File: config.mk
export PLATFORM = sky130hd
export DESIGN_NAME = cga_vram_sequencer_flat
export DESIGN_NICKNAME = d
export VERILOG_FILES = /design/src/rtl/cga_vram_sequencer_if.sv /design/src/rtl/cga_vram_sequencer.sv /design/src/flat_wrapper.sv
export SDC_FILE = /design/constraint.sdc
export NUM_CORES = 1
export LEC_CHECK = 0
export BUFFER_PORTS_ARGS = -buffer_cell sky130_fd_sc_hd__buf_2
export CAP_MARGIN = 0
export CORE_MARGIN = 2
export CORE_UTILIZATION = 50
export CTS_CLUSTER_SIZE = 40
export DETAILED_ROUTE_END_ITERATION = 16
export GPL_TIMING_DRIVEN = 0
export PLACE_DENSITY = 0.85
export SETUP_SLACK_MARGIN = 0.15
export SLEW_MARGIN = 5
export SYNTH_ARGS = -nofsm -noshare
export SYNTH_HDL_FRONTEND = slang
export SYNTH_SLANG_ARGS = --single-unit
File: constraint.sdc
create_clock -name clk -period 7.25 [get_ports clk]
set_input_delay 1.45 -clock clk [delete_from_list [all_inputs] [get_ports clk]]
set_output_delay 1.45 -clock clk [all_outputs]
set_load 0.1 [all_outputs]
File: src/rtl/cga_vram_sequencer_if.sv
// -----------------------------------------------------------------------------
// cga_vram_sequencer_if
//   Bundles the CRTC inputs, VRAM macro port, pixel-block strobes and the CPU
//   access port of the VRAM sequencer.
//
//   Modports:
//     master : the sequencer (drives VRAM address/write, strobes, cpu_ack).
//     slave  : the surroundings (CRTC, VRAM macro, bus interface, pixel block).
//
//   CPU handshake: cpu_req acts as "valid" and is held, with cpu_we/cpu_addr/
//   cpu_wdata stable, until the sequencer returns a one-clk cpu_ack ("done").
//   cpu_rdata is valid in the cpu_ack cycle. If cpu_req is still high after
//   cpu_ack, that is taken as a new request.
//
//   arb_state exposes the arbiter FSM state (0 IDLE, 1 ACCESS, 2 DONE).
// -----------------------------------------------------------------------------
interface cga_vram_sequencer_if #(
    parameter int VRAM_AW = 14
);
    // CRTC / mode inputs
    logic               hres_mode;
    logic               grph_mode;
    logic [12:0]        crtc_ma;
    logic [4:0]         row_addr;
    // VRAM macro
    logic [7:0]         vram_rdata;
    logic [VRAM_AW-1:0] vram_addr;
    logic               vram_we;
    logic [7:0]         vram_wdata;
    // Pixel block
    logic [7:0]         vram_data;
    logic               vram_read_char;
    logic               vram_read_att;
    logic               charrom_read;
    logic               disp_pipeline;
    logic               hclk;
    logic [4:0]         clk_seq;
    // CPU port
    logic               cpu_req;
    logic               cpu_we;
    logic [VRAM_AW-1:0] cpu_addr;
    logic [7:0]         cpu_wdata;
    logic               cpu_ack;
    logic [7:0]         cpu_rdata;
    // Debug
    logic [1:0]         arb_state;

    modport master (
        input  hres_mode, grph_mode, crtc_ma, row_addr, vram_rdata,
               cpu_req, cpu_we, cpu_addr, cpu_wdata,
        output vram_addr, vram_we, vram_wdata, vram_data,
               vram_read_char, vram_read_att, charrom_read, disp_pipeline,
               hclk, clk_seq, cpu_ack, cpu_rdata, arb_state
    );

    modport slave (
        output hres_mode, grph_mode, crtc_ma, row_addr, vram_rdata,
               cpu_req, cpu_we, cpu_addr, cpu_wdata,
        input  vram_addr, vram_we, vram_wdata, vram_data,
               vram_read_char, vram_read_att, charrom_read, disp_pipeline,
               hclk, clk_seq, cpu_ack, cpu_rdata, arb_state
    );
endinterface

File: src/rtl/cga_vram_sequencer.sv
// -----------------------------------------------------------------------------
// cga_vram_sequencer
//   Per-character VRAM fetch scheduler for the CGA/Tandy pixel path.
//   A 16- or 32-clk character period (clk_seq) fixes two display fetch slots
//   (P=0 byte0/char, P=1 byte1/attr); CPU accesses are slotted into the free
//   window CPU_FIRST_SLOT..N-4 so they never collide with display fetches.
//
//   Ports:
//     clk      : video clock
//     reset_n  : asynchronous active-low reset
//     bus      : cga_vram_sequencer_if.master (CRTC, VRAM, pixel, CPU, debug)
//
//   Timing: vram_addr and all strobes are registers loaded from the *next*
//   clk_seq value, so each appears in the cycle where clk_seq equals its slot.
//   VRAM data returns one clk after the address.
// -----------------------------------------------------------------------------
module cga_vram_sequencer #(
    parameter int VRAM_AW        = 14,
    parameter int CPU_FIRST_SLOT = 4
) (
    input  logic                 clk,
    input  logic                 reset_n,
    cga_vram_sequencer_if.master bus
);

    typedef enum logic [1:0] {
        ARB_IDLE   = 2'd0,
        ARB_ACCESS = 2'd1,
        ARB_DONE   = 2'd2
    } arb_state_t;

    arb_state_t         r_state;
    arb_state_t         w_state_next;

    logic [4:0]         r_clk_seq;
    logic [4:0]         w_seq_next;
    logic [4:0]         w_last_slot;
    logic               w_cpu_slot;
    logic               w_start;
    logic [13:0]        w_disp_addr0;
    logic [13:0]        w_disp_addr1;

    logic [VRAM_AW-1:0] r_vram_addr;
    logic [7:0]         r_vram_wdata;
    logic               r_cpu_we;
    logic [7:0]         r_vram_data;
    logic [7:0]         r_cpu_rdata;
    logic               r_read_char;
    logic               r_read_att;
    logic               r_charrom_read;
    logic               r_disp_pipeline;
    logic               r_hclk;

    // ------------------------------------------------------------------
    // Character-period sequencer
    // ------------------------------------------------------------------
    assign w_last_slot = bus.hres_mode ? 5'd15 : 5'd31;

    // Switching into hi-res from a lo-res position past 15 restarts the
    // period at 0 instead of running on to 31. The 32-clk wrap is the
    // natural 5-bit overflow.
    always_comb begin
        if (bus.hres_mode && (r_clk_seq >= 5'd15)) begin
            w_seq_next = 5'd0;
        end else begin
            w_seq_next = r_clk_seq + 5'd1;
        end
    end

    always_ff @(posedge clk or negedge reset_n) begin
        if (!reset_n) begin
            r_clk_seq <= 5'd0;
        end else begin
            r_clk_seq <= w_seq_next;
        end
    end

    // ------------------------------------------------------------------
    // Display address
    // ------------------------------------------------------------------
    always_comb begin
        if (bus.grph_mode) begin
            w_disp_addr0 = {bus.row_addr[0], bus.crtc_ma[11:0], 1'b0};
        end else begin
            w_disp_addr0 = {bus.crtc_ma, 1'b0};
        end
        w_disp_addr1 = w_disp_addr0 | 14'd1;
    end

    // ------------------------------------------------------------------
    // CPU arbiter FSM
    // ------------------------------------------------------------------
    // The slot check uses the next clk_seq because ACCESS is the cycle after
    // the decision. Capping at N-4 keeps ACCESS and DONE clear of P=0.
    assign w_cpu_slot = (w_seq_next >= 5'(CPU_FIRST_SLOT)) &&
                        (w_seq_next <= (w_last_slot - 5'd3));

    always_ff @(posedge clk or negedge reset_n) begin
        if (!reset_n) begin
            r_state <= ARB_IDLE;
        end else begin
            r_state <= w_state_next;
        end
    end

    always_comb begin
        w_state_next = r_state;
        case (r_state)
            ARB_IDLE: begin
                if (bus.cpu_req && w_cpu_slot) begin
                    w_state_next = ARB_ACCESS;
                end
            end
            ARB_ACCESS: w_state_next = ARB_DONE;
            ARB_DONE:   w_state_next = ARB_IDLE;
            default:    w_state_next = ARB_IDLE;
        endcase
    end

    assign w_start = (r_state == ARB_IDLE) && (w_state_next == ARB_ACCESS);

    // Read data arrives during DONE; it is passed straight through so it is
    // valid alongside cpu_ack, and captured so it holds afterwards.
    always_comb begin
        bus.vram_we   = 1'b0;
        bus.cpu_ack   = 1'b0;
        bus.cpu_rdata = r_cpu_rdata;
        case (r_state)
            ARB_ACCESS: bus.vram_we = r_cpu_we;
            ARB_DONE: begin
                bus.cpu_ack = 1'b1;
                if (!r_cpu_we) begin
                    bus.cpu_rdata = bus.vram_rdata;
                end
            end
            default: ;
        endcase
    end

    assign bus.arb_state = r_state;

    // ------------------------------------------------------------------
    // Address / data path and strobes
    // ------------------------------------------------------------------
    always_ff @(posedge clk or negedge reset_n) begin
        if (!reset_n) begin
            r_vram_addr     <= '0;
            r_vram_wdata    <= 8'd0;
            r_cpu_we        <= 1'b0;
            r_vram_data     <= 8'd0;
            r_cpu_rdata     <= 8'd0;
            r_read_char     <= 1'b0;
            r_read_att      <= 1'b0;
            r_charrom_read  <= 1'b0;
            r_disp_pipeline <= 1'b0;
            r_hclk          <= 1'b0;
        end else begin
            // Display slots take priority; a CPU start can never coincide
            // with them because of the slot window.
            if (w_seq_next == 5'd0) begin
                r_vram_addr <= VRAM_AW'(w_disp_addr0);
            end else if (w_seq_next == 5'd1) begin
                r_vram_addr <= VRAM_AW'(w_disp_addr1);
            end else if (w_start) begin
                r_vram_addr <= bus.cpu_addr;
            end

            if (w_start) begin
                r_vram_wdata <= bus.cpu_wdata;
                r_cpu_we     <= bus.cpu_we;
            end

            // Byte0 returns during P=1, byte1 during P=2.
            if ((r_clk_seq == 5'd1) || (r_clk_seq == 5'd2)) begin
                r_vram_data <= bus.vram_rdata;
            end

            if ((r_state == ARB_DONE) && !r_cpu_we) begin
                r_cpu_rdata <= bus.vram_rdata;
            end

            r_read_char     <= (w_seq_next == 5'd2);
            r_read_att      <= (w_seq_next == 5'd3);
            r_charrom_read  <= (w_seq_next == 5'd4);
            r_disp_pipeline <= (w_seq_next == w_last_slot);
            r_hclk          <= (w_seq_next == w_last_slot);
        end
    end

    assign bus.clk_seq        = r_clk_seq;
    assign bus.vram_addr      = r_vram_addr;
    assign bus.vram_wdata     = r_vram_wdata;
    assign bus.vram_data      = r_vram_data;
    assign bus.vram_read_char = r_read_char;
    assign bus.vram_read_att  = r_read_att;
    assign bus.charrom_read   = r_charrom_read;
    assign bus.disp_pipeline  = r_disp_pipeline;
    assign bus.hclk           = r_hclk;

endmodule

File: src/flat_wrapper.sv
// flat-port wrapper written by rule: the top's interface ports become plain ports
module cga_vram_sequencer_flat 
#(
    parameter int VRAM_AW        = 14,
    parameter int CPU_FIRST_SLOT = 4
)
  (clk, reset_n, bus_hres_mode, bus_grph_mode, bus_crtc_ma, bus_row_addr, bus_vram_rdata, bus_cpu_req, bus_cpu_we, bus_cpu_addr, bus_cpu_wdata, bus_vram_addr, bus_vram_we, bus_vram_wdata, bus_vram_data, bus_vram_read_char, bus_vram_read_att, bus_charrom_read, bus_disp_pipeline, bus_hclk, bus_clk_seq, bus_cpu_ack, bus_cpu_rdata, bus_arb_state);
  cga_vram_sequencer_if #(.VRAM_AW(VRAM_AW)) bus_i ();
  input  logic clk;
  input  logic reset_n;
  input wire logic [$bits(bus_i.hres_mode)-1:0] bus_hres_mode;
  input wire logic [$bits(bus_i.grph_mode)-1:0] bus_grph_mode;
  input wire logic [$bits(bus_i.crtc_ma)-1:0] bus_crtc_ma;
  input wire logic [$bits(bus_i.row_addr)-1:0] bus_row_addr;
  input wire logic [$bits(bus_i.vram_rdata)-1:0] bus_vram_rdata;
  input wire logic [$bits(bus_i.cpu_req)-1:0] bus_cpu_req;
  input wire logic [$bits(bus_i.cpu_we)-1:0] bus_cpu_we;
  input wire logic [$bits(bus_i.cpu_addr)-1:0] bus_cpu_addr;
  input wire logic [$bits(bus_i.cpu_wdata)-1:0] bus_cpu_wdata;
  output wire logic [$bits(bus_i.vram_addr)-1:0] bus_vram_addr;
  output wire logic [$bits(bus_i.vram_we)-1:0] bus_vram_we;
  output wire logic [$bits(bus_i.vram_wdata)-1:0] bus_vram_wdata;
  output wire logic [$bits(bus_i.vram_data)-1:0] bus_vram_data;
  output wire logic [$bits(bus_i.vram_read_char)-1:0] bus_vram_read_char;
  output wire logic [$bits(bus_i.vram_read_att)-1:0] bus_vram_read_att;
  output wire logic [$bits(bus_i.charrom_read)-1:0] bus_charrom_read;
  output wire logic [$bits(bus_i.disp_pipeline)-1:0] bus_disp_pipeline;
  output wire logic [$bits(bus_i.hclk)-1:0] bus_hclk;
  output wire logic [$bits(bus_i.clk_seq)-1:0] bus_clk_seq;
  output wire logic [$bits(bus_i.cpu_ack)-1:0] bus_cpu_ack;
  output wire logic [$bits(bus_i.cpu_rdata)-1:0] bus_cpu_rdata;
  output wire logic [$bits(bus_i.arb_state)-1:0] bus_arb_state;
  assign bus_i.hres_mode = bus_hres_mode;
  assign bus_i.grph_mode = bus_grph_mode;
  assign bus_i.crtc_ma = bus_crtc_ma;
  assign bus_i.row_addr = bus_row_addr;
  assign bus_i.vram_rdata = bus_vram_rdata;
  assign bus_i.cpu_req = bus_cpu_req;
  assign bus_i.cpu_we = bus_cpu_we;
  assign bus_i.cpu_addr = bus_cpu_addr;
  assign bus_i.cpu_wdata = bus_cpu_wdata;
  assign bus_vram_addr = bus_i.vram_addr;
  assign bus_vram_we = bus_i.vram_we;
  assign bus_vram_wdata = bus_i.vram_wdata;
  assign bus_vram_data = bus_i.vram_data;
  assign bus_vram_read_char = bus_i.vram_read_char;
  assign bus_vram_read_att = bus_i.vram_read_att;
  assign bus_charrom_read = bus_i.charrom_read;
  assign bus_disp_pipeline = bus_i.disp_pipeline;
  assign bus_hclk = bus_i.hclk;
  assign bus_clk_seq = bus_i.clk_seq;
  assign bus_cpu_ack = bus_i.cpu_ack;
  assign bus_cpu_rdata = bus_i.cpu_rdata;
  assign bus_arb_state = bus_i.arb_state;
  cga_vram_sequencer #(.VRAM_AW(VRAM_AW), .CPU_FIRST_SLOT(CPU_FIRST_SLOT)) u_core (.clk(clk), .reset_n(reset_n), .bus(bus_i));
endmodule
# Word level (Yosys, flattened, before mapping)
# Index checks and enable logic that the tools add are counted.
[classes] n_addsub=2 magnitude_cmp=3 n_eq_ne=10 muxes=12 n_reduce_logical=10
[ops] cell="14-bit two-way mux" count=4
[ops] cell="8-bit two-way mux" count=2
[ops] cell="5-bit by 2-bit == test with 1-bit output (second input constant)" count=3
[ops] cell="5-bit by 1-bit == test with 1-bit output (second input constant)" count=2
[ops] cell="5-bit two-way mux" count=2
[ops] cell="5-bit by 1-bit adder with 5-bit output (second input constant)" count=1
[ops] cell="5-bit by 3-bit == test with 1-bit output (second input constant)" count=1
[ops] cell="5-bit == test" count=1
[ops] cell="5-bit by 3-bit greater-or-equal comparator with 1-bit output (second input constant)" count=1
[ops] cell="5-bit by 4-bit greater-or-equal comparator with 1-bit output (second input constant)" count=1
[ops] cell="5-bit <= comparator" count=1
[ops] cell="1-bit logical AND" count=5
[ops] cell="5-bit zero test" count=1
[ops] cell="5-bit by 2-bit subtractor with 5-bit output (second input constant)" count=1
[ops] cell="2-bit by 1-bit == test with 1-bit output (second input constant)" count=2
[ops] cell="2-bit case mux with 2 select lines" count=1
[ops] cell="3-bit nonzero test" count=1
[ops] cell="2-bit == test (second input constant)" count=1
[ops] cell="2-bit zero test" count=1
[ops] cell="1-bit two-way mux" count=2
[ops] cell="2-bit two-way mux" count=1
[ops] cell="1-bit zero test" count=1
[ops] cell="1-bit logical OR" count=1
[totals] ff_bits=50 inputBits=54 output_inout_bits=52 elab_cells=48

# Depth between registers and ports, before layout
[depth] depth_word=13 ltp_mapped=15 mapped_depth_nobuf=13

# Worst setup path after synthesis
# Ideal clock, no wire load.
[synth_path] kind="reg2out" from="reg u_core.r_state[1] (netlist: u_core.bus.arb_state[1])" to="out bus_cpu_rdata[0]" arrival_time_ps=3858 required_time_ps=5800 path_slack_ps=1942 path_stages_with_launch=6 path_buffers=2 path_cell_list="dfrtp_1 -> nor2b_1 -> nor2b_1 -> clkbuf_1 -> clkbuf_1 -> mux2_2"
[synth_between] elab_chain_len=2
[synth_lines] element="start: declaration" line_no="cga_vram_sequencer.sv:32" source="arb_state_t r_state;"
[synth_lines] element="start signal: assignment" line_no="cga_vram_sequencer.sv:102" source="r_state <= w_state_next;"
[synth_lines] element="2-bit == test" line_no="cga_vram_sequencer.sv:128" source="case (r_state)"
[synth_lines] element="8-bit two-way mux" line_no="cga_vram_sequencer.sv:128"
[synth_lines] element="end: declaration" line_no="flat_wrapper.sv:31" source="output wire logic [$bits(bus_i.cpu_rdata)-1:0] bus_cpu_rdata;"
# No other way between the ends.

# Worst setup path after layout
[layout_path] from="in bus_hres_mode" to="reg u_core.r_vram_addr[9] (netlist: u_core.bus.vram_addr[9])"
[layout_between] elab_chain_len=10 elab_cells_between_ends=17 cone_classes="add/sub (1); order compare (2); eq/ne (2); mux (6); reduce/logical (6)"
[layout_lines] element="start: declaration" line_no="flat_wrapper.sv:11" source="input wire logic [$bits(bus_i.hres_mode)-1:0] bus_hres_mode;"
[layout_lines] element="1-bit logical AND (*)" line_no="cga_vram_sequencer.sv:63" source="if (bus.hres_mode && (r_clk_seq >= 5'd15)) begin"
[layout_lines] element="5-bit two-way mux (*)" line_no="cga_vram_sequencer.sv:63"
[layout_lines] element="net u_core.w_seq_next[4]" line_no="cga_vram_sequencer.sv:36" source="logic [4:0] w_seq_next;"
[layout_lines] element="5-bit by 3-bit greater-or-equal comparator with 1-bit output / 5-bit <= comparator (equally long branches)" line_no="cga_vram_sequencer.sv:95, cga_vram_sequencer.sv:96"
[layout_lines] element="1-bit logical AND (*)" line_no="cga_vram_sequencer.sv:95" source="assign w_cpu_slot = (w_seq_next >= 5'(CPU_FIRST_SLOT)) &&"
[layout_lines] element="1-bit logical AND (*)" line_no="cga_vram_sequencer.sv:110" source="if (bus.cpu_req && w_cpu_slot) begin"
[layout_lines] element="2-bit two-way mux (*)" line_no="cga_vram_sequencer.sv:110"
[layout_lines] element="2-bit case mux with 2 select lines (*)" line_no="cga_vram_sequencer.sv:108" source="case (r_state)"
[layout_lines] element="net u_core.w_state_next[0]" line_no="cga_vram_sequencer.sv:33" source="arb_state_t w_state_next;"
[layout_lines] element="2-bit by 1-bit == test with 1-bit output (*)" line_no="cga_vram_sequencer.sv:120" source="assign w_start = (r_state == ARB_IDLE) && (w_state_next == ARB_ACCESS);"
[layout_lines] element="1-bit logical AND (*)" line_no="cga_vram_sequencer.sv:120"
[layout_lines] element="3-bit nonzero test (no source line) (*)"
[layout_lines] element="end signal: assignment" line_no="cga_vram_sequencer.sv:161" source="r_vram_addr <= VRAM_AW'(w_disp_addr0);"
[layout_lines] element="end signal: assignment" line_no="cga_vram_sequencer.sv:163" source="r_vram_addr <= VRAM_AW'(w_disp_addr1);"
[layout_lines] element="end signal: assignment" line_no="cga_vram_sequencer.sv:165" source="r_vram_addr <= bus.cpu_addr;"
[layout_lines] element="end: declaration" line_no="cga_vram_sequencer.sv:43" source="logic [VRAM_AW-1:0] r_vram_addr;"
# Mark *: on every way through the listed nets, which the timed path passes. The rest lies on a longest branch.
# A chain may end at the register's enable or synchronous reset.

==> flow_summary.json <==
{
  "cts.path.max_buffers": 2,
  "antenna_found_initial": 0,
  "io_buffers": 101,
  "syn_nets": 246,
  "grt_pass1_wl_microns": 8521,
  "yosysMostFrequentCell": "dfrtp_1",
  "synth-main-ff-cell": "dfrtp_1",
  "end_kind": "flop",
  "synthTopCellsByArea": "dfrtp_1, mux2_2, a221o_1, and2_1, ha_1",
  "fp.dieArea_sq_um": 5222,
  "clk_pin_slew_worst_paths_ps": 90,
  "io_pins": 106,
  "clock_sinks": 50,
  "crit_path_top_delay_cell": "o21ai_1",
  "finalCriticalPeriod_ps": 3994,
  "row_count": 24,
  "slew_viol_final": 0,
  "route.detailed.drc": 0,
  "die_width_microns": 72.26,
  "outcome": "complete, no violations",
  "cts_buffers": 5,
  "crit_family": "compound AO/OA/AOI/OAI gates",
  "n_antenna_cell": 0,
  "fin_nets": 354,
  "netlist_area_sq_um": 2330,
  "critPathKind": "input pin to flop",
  "hold_violations": 0,
  "critPathMaxStageDelay_ps": 510,
  "timing.critical_path.buf_inv": 3,
  "num_vias": 1888,
  "drt-total-wl_microns": 5195,
  "grt_usage_pct": 21.04,
  "crit_required_ps": 7430,
  "wl_per_cell_microns": 14.93,
  "crit_top_cell": "buf_6",
  "htreeDepth": 2,
  "grt_max_degree": 51,
  "drive_gt1_share_pct": 50.68,
  "worstSkewPairLatency_ps": 300,
  "clock_skew_ps": 11.37,
  "timing.final.crit_share_pct": 55.09,
  "worst_slew_pin_slew_ps": 1099,
  "cts_resized": 0,
  "critPathMaxFanout": 10,
  "coreArea_sq_um": 4414,
  "cp-start-kind": "input pin",
  "drv_cap": 0,
  "drt-pass1-iter-count": 4,
  "cts_root_buf": "clkbuf_8",
  "netlist.area_leader.share_pct": 53.71,
  "post-cts-setup-buffers": 0,
  "yosysWarningCount": 0,
  "fmax_mhz": 250.4,
  "grt.overflow.total": 0,
  "slew_headroom_pct": 26.71,
  "hold_buffers": 0,
  "worst-r2r-setup-slack_ps": 3400,
  "die_y_microns": 72.26,
  "synth-edff-count": 0,
  "synthArstFlopShare_pct": 100.0,
  "setup_violations": 0,
  "synth_area_per_cell_sq_um": 12.46,
  "crit_chain": "buf_2 -> nand4_1 -> o21ai_1 -> nor2_1 -> ha_1 -> nand2b_1 -> nor4_1 -> a41oi_1 -> mux2_4 -> and2_1 -> buf_6 -> buf_6 -> a221o_1",
  "synthTopCellsByCount": "dfrtp_1, mux2_2, and2_1, a221o_1, nand2_1",
  "grt_setup_unrepaired": "false",
  "initial_core_util_pct": 52.78,
  "viasPerCell": 5.425,
  "seq_area_frac_synth_pct": 53.71,
  "gp_congestion": 0.8756,
  "synth.distinct_cells": 34,
  "cts_tree": "done",
  "grt_pass1_vias": 1852,
  "ant_nets": 0,
  "syn_to_final_growth_pct": 29.22,
  "ys_ff_latch": 50,
  "dpl.hpwl_microns": 3960,
  "drt-initial-drc-count": 82,
  "final.setup.tns_ps": 0,
  "yosysTopAreaCell": "dfrtp_1",
  "hp-class": "flop to flop",
  "arrival_ps": 4180,
  "synthCells": 187
}
## metrics by stage
stage	std cells	worst slack [ps]	hold WS, ps	util (%)	instance area [sq um]
after floorplan	187	1942	476.7	-	2330
after global placement	340	3045	466.8	65.70	2900
after detailed placement	340	2945	481.4	65.70	2900
after CTS	348	3252	495.4	68.20	3010
after global routing	348	3106	521.8	68.20	3010
final	348	3256	494.0	68.20	3010
## flip-flops by register name, indices dropped and copies added (netlist names)
name	cells
u_core.r_cpu_rdata	8
u_core.bus.vram_data	8
u_core.bus.vram_wdata	8
u_core.bus.arb_state	2
u_core.bus.disp_pipeline	1
u_core.bus.charrom_read	1
u_core.bus.vram_addr	14
u_core.bus.vram_read_char	1
u_core.bus.vram_read_att	1
u_core.r_cpu_we	1
u_core.bus.clk_seq	5
## layout by cell type (no fill, tap or decap), types with 2 or more instances in the layout
master / synthesis / layout
buf_2: 2 / 103
dfrtp_1: 50 / 50
mux2_2: 33 / 33
and2_1: 16 / 16
a221o_1: 12 / 12
nand2_1: 8 / 8
inv_1: 7 / 7
a21oi_1: 5 / 5
nor2_1: 5 / 5
clkbuf_1: 4 / 5
ha_1: 5 / 5
clkbuf_8: 0 / 5
o21ai_1: 4 / 4
nor4_1: 4 / 4
nor2b_1: 3 / 3
buf_6: 3 / 3
nor3_1: 3 / 3
nand2b_1: 2 / 2
o21a_1: 2 / 2
a41oi_1: 2 / 2
and3_1: 2 / 2
o31a_1: 2 / 2
## routing by layer
layer / vias up / track usage, % / wire [microns]
met3: 5 / 6.250 / 417
li1: 891 / - / -
met4: 0 / 5.031 / 36
met2: 87 / 35.68 / 2649
met5: - / 0 / 0
met1: 905 / 26.57 / 2091
## final timing paths
| path | startpoint | end | cells after the start |
|---|---|---|---|
| worst max-delay path | bus_hres_mode | u_core.bus.vram_addr[9] | 13 |
| worst min-delay path | u_core.bus.arb_state[1] | u_core.bus.arb_state[1] | 1 |
| worst max register to register | u_core.bus.clk_seq[1] | u_core.bus.vram_addr[9] | 15 |
| worst min register to register | u_core.bus.arb_state[1] | u_core.bus.arb_state[1] | 1 |
| max in group asynchronous | reset_n | u_core.bus.clk_seq[3] | 1 |
| min in group asynchronous | reset_n | u_core.bus.charrom_read | 1 |
## worst reg2reg max path, delay by kind of cell (launching register included)
family,cells,cell delay [ps]
buffers and inverters,2,270
adder cells (fa/ha/maj),3,760
AO/OA/AOI/OAI,4,1160
multiplexers,1,360
AND/OR/NAND/NOR,5,700
flip-flops,1,480
## area by class of cell
type                    instances  area, sq um
clock buffers                   6        72.57
clock inverters                 2        37.54
fillers                       334         1404
multi-input cells             120        985.9
inverters                       7        26.28
flip-flops and latches         50         1251
plain buffers                  10        66.31
well taps                      52        65.06
repair buffers                101        505.5
## kinds of logic after synthesis
kind of cell,synth area share [%]
AND/OR/NAND/NOR,11.01
XOR/XNOR,0.3760
flip-flops,53.71
multiplexers,17.02
buffers and inverters,3.974
AO/OA/AOI/OAI,11.22
adder cells (fa/ha/maj),2.685
Power is not shown: default switching activity piles up to over one toggle a cycle in this logic, so the estimate is an artifact.
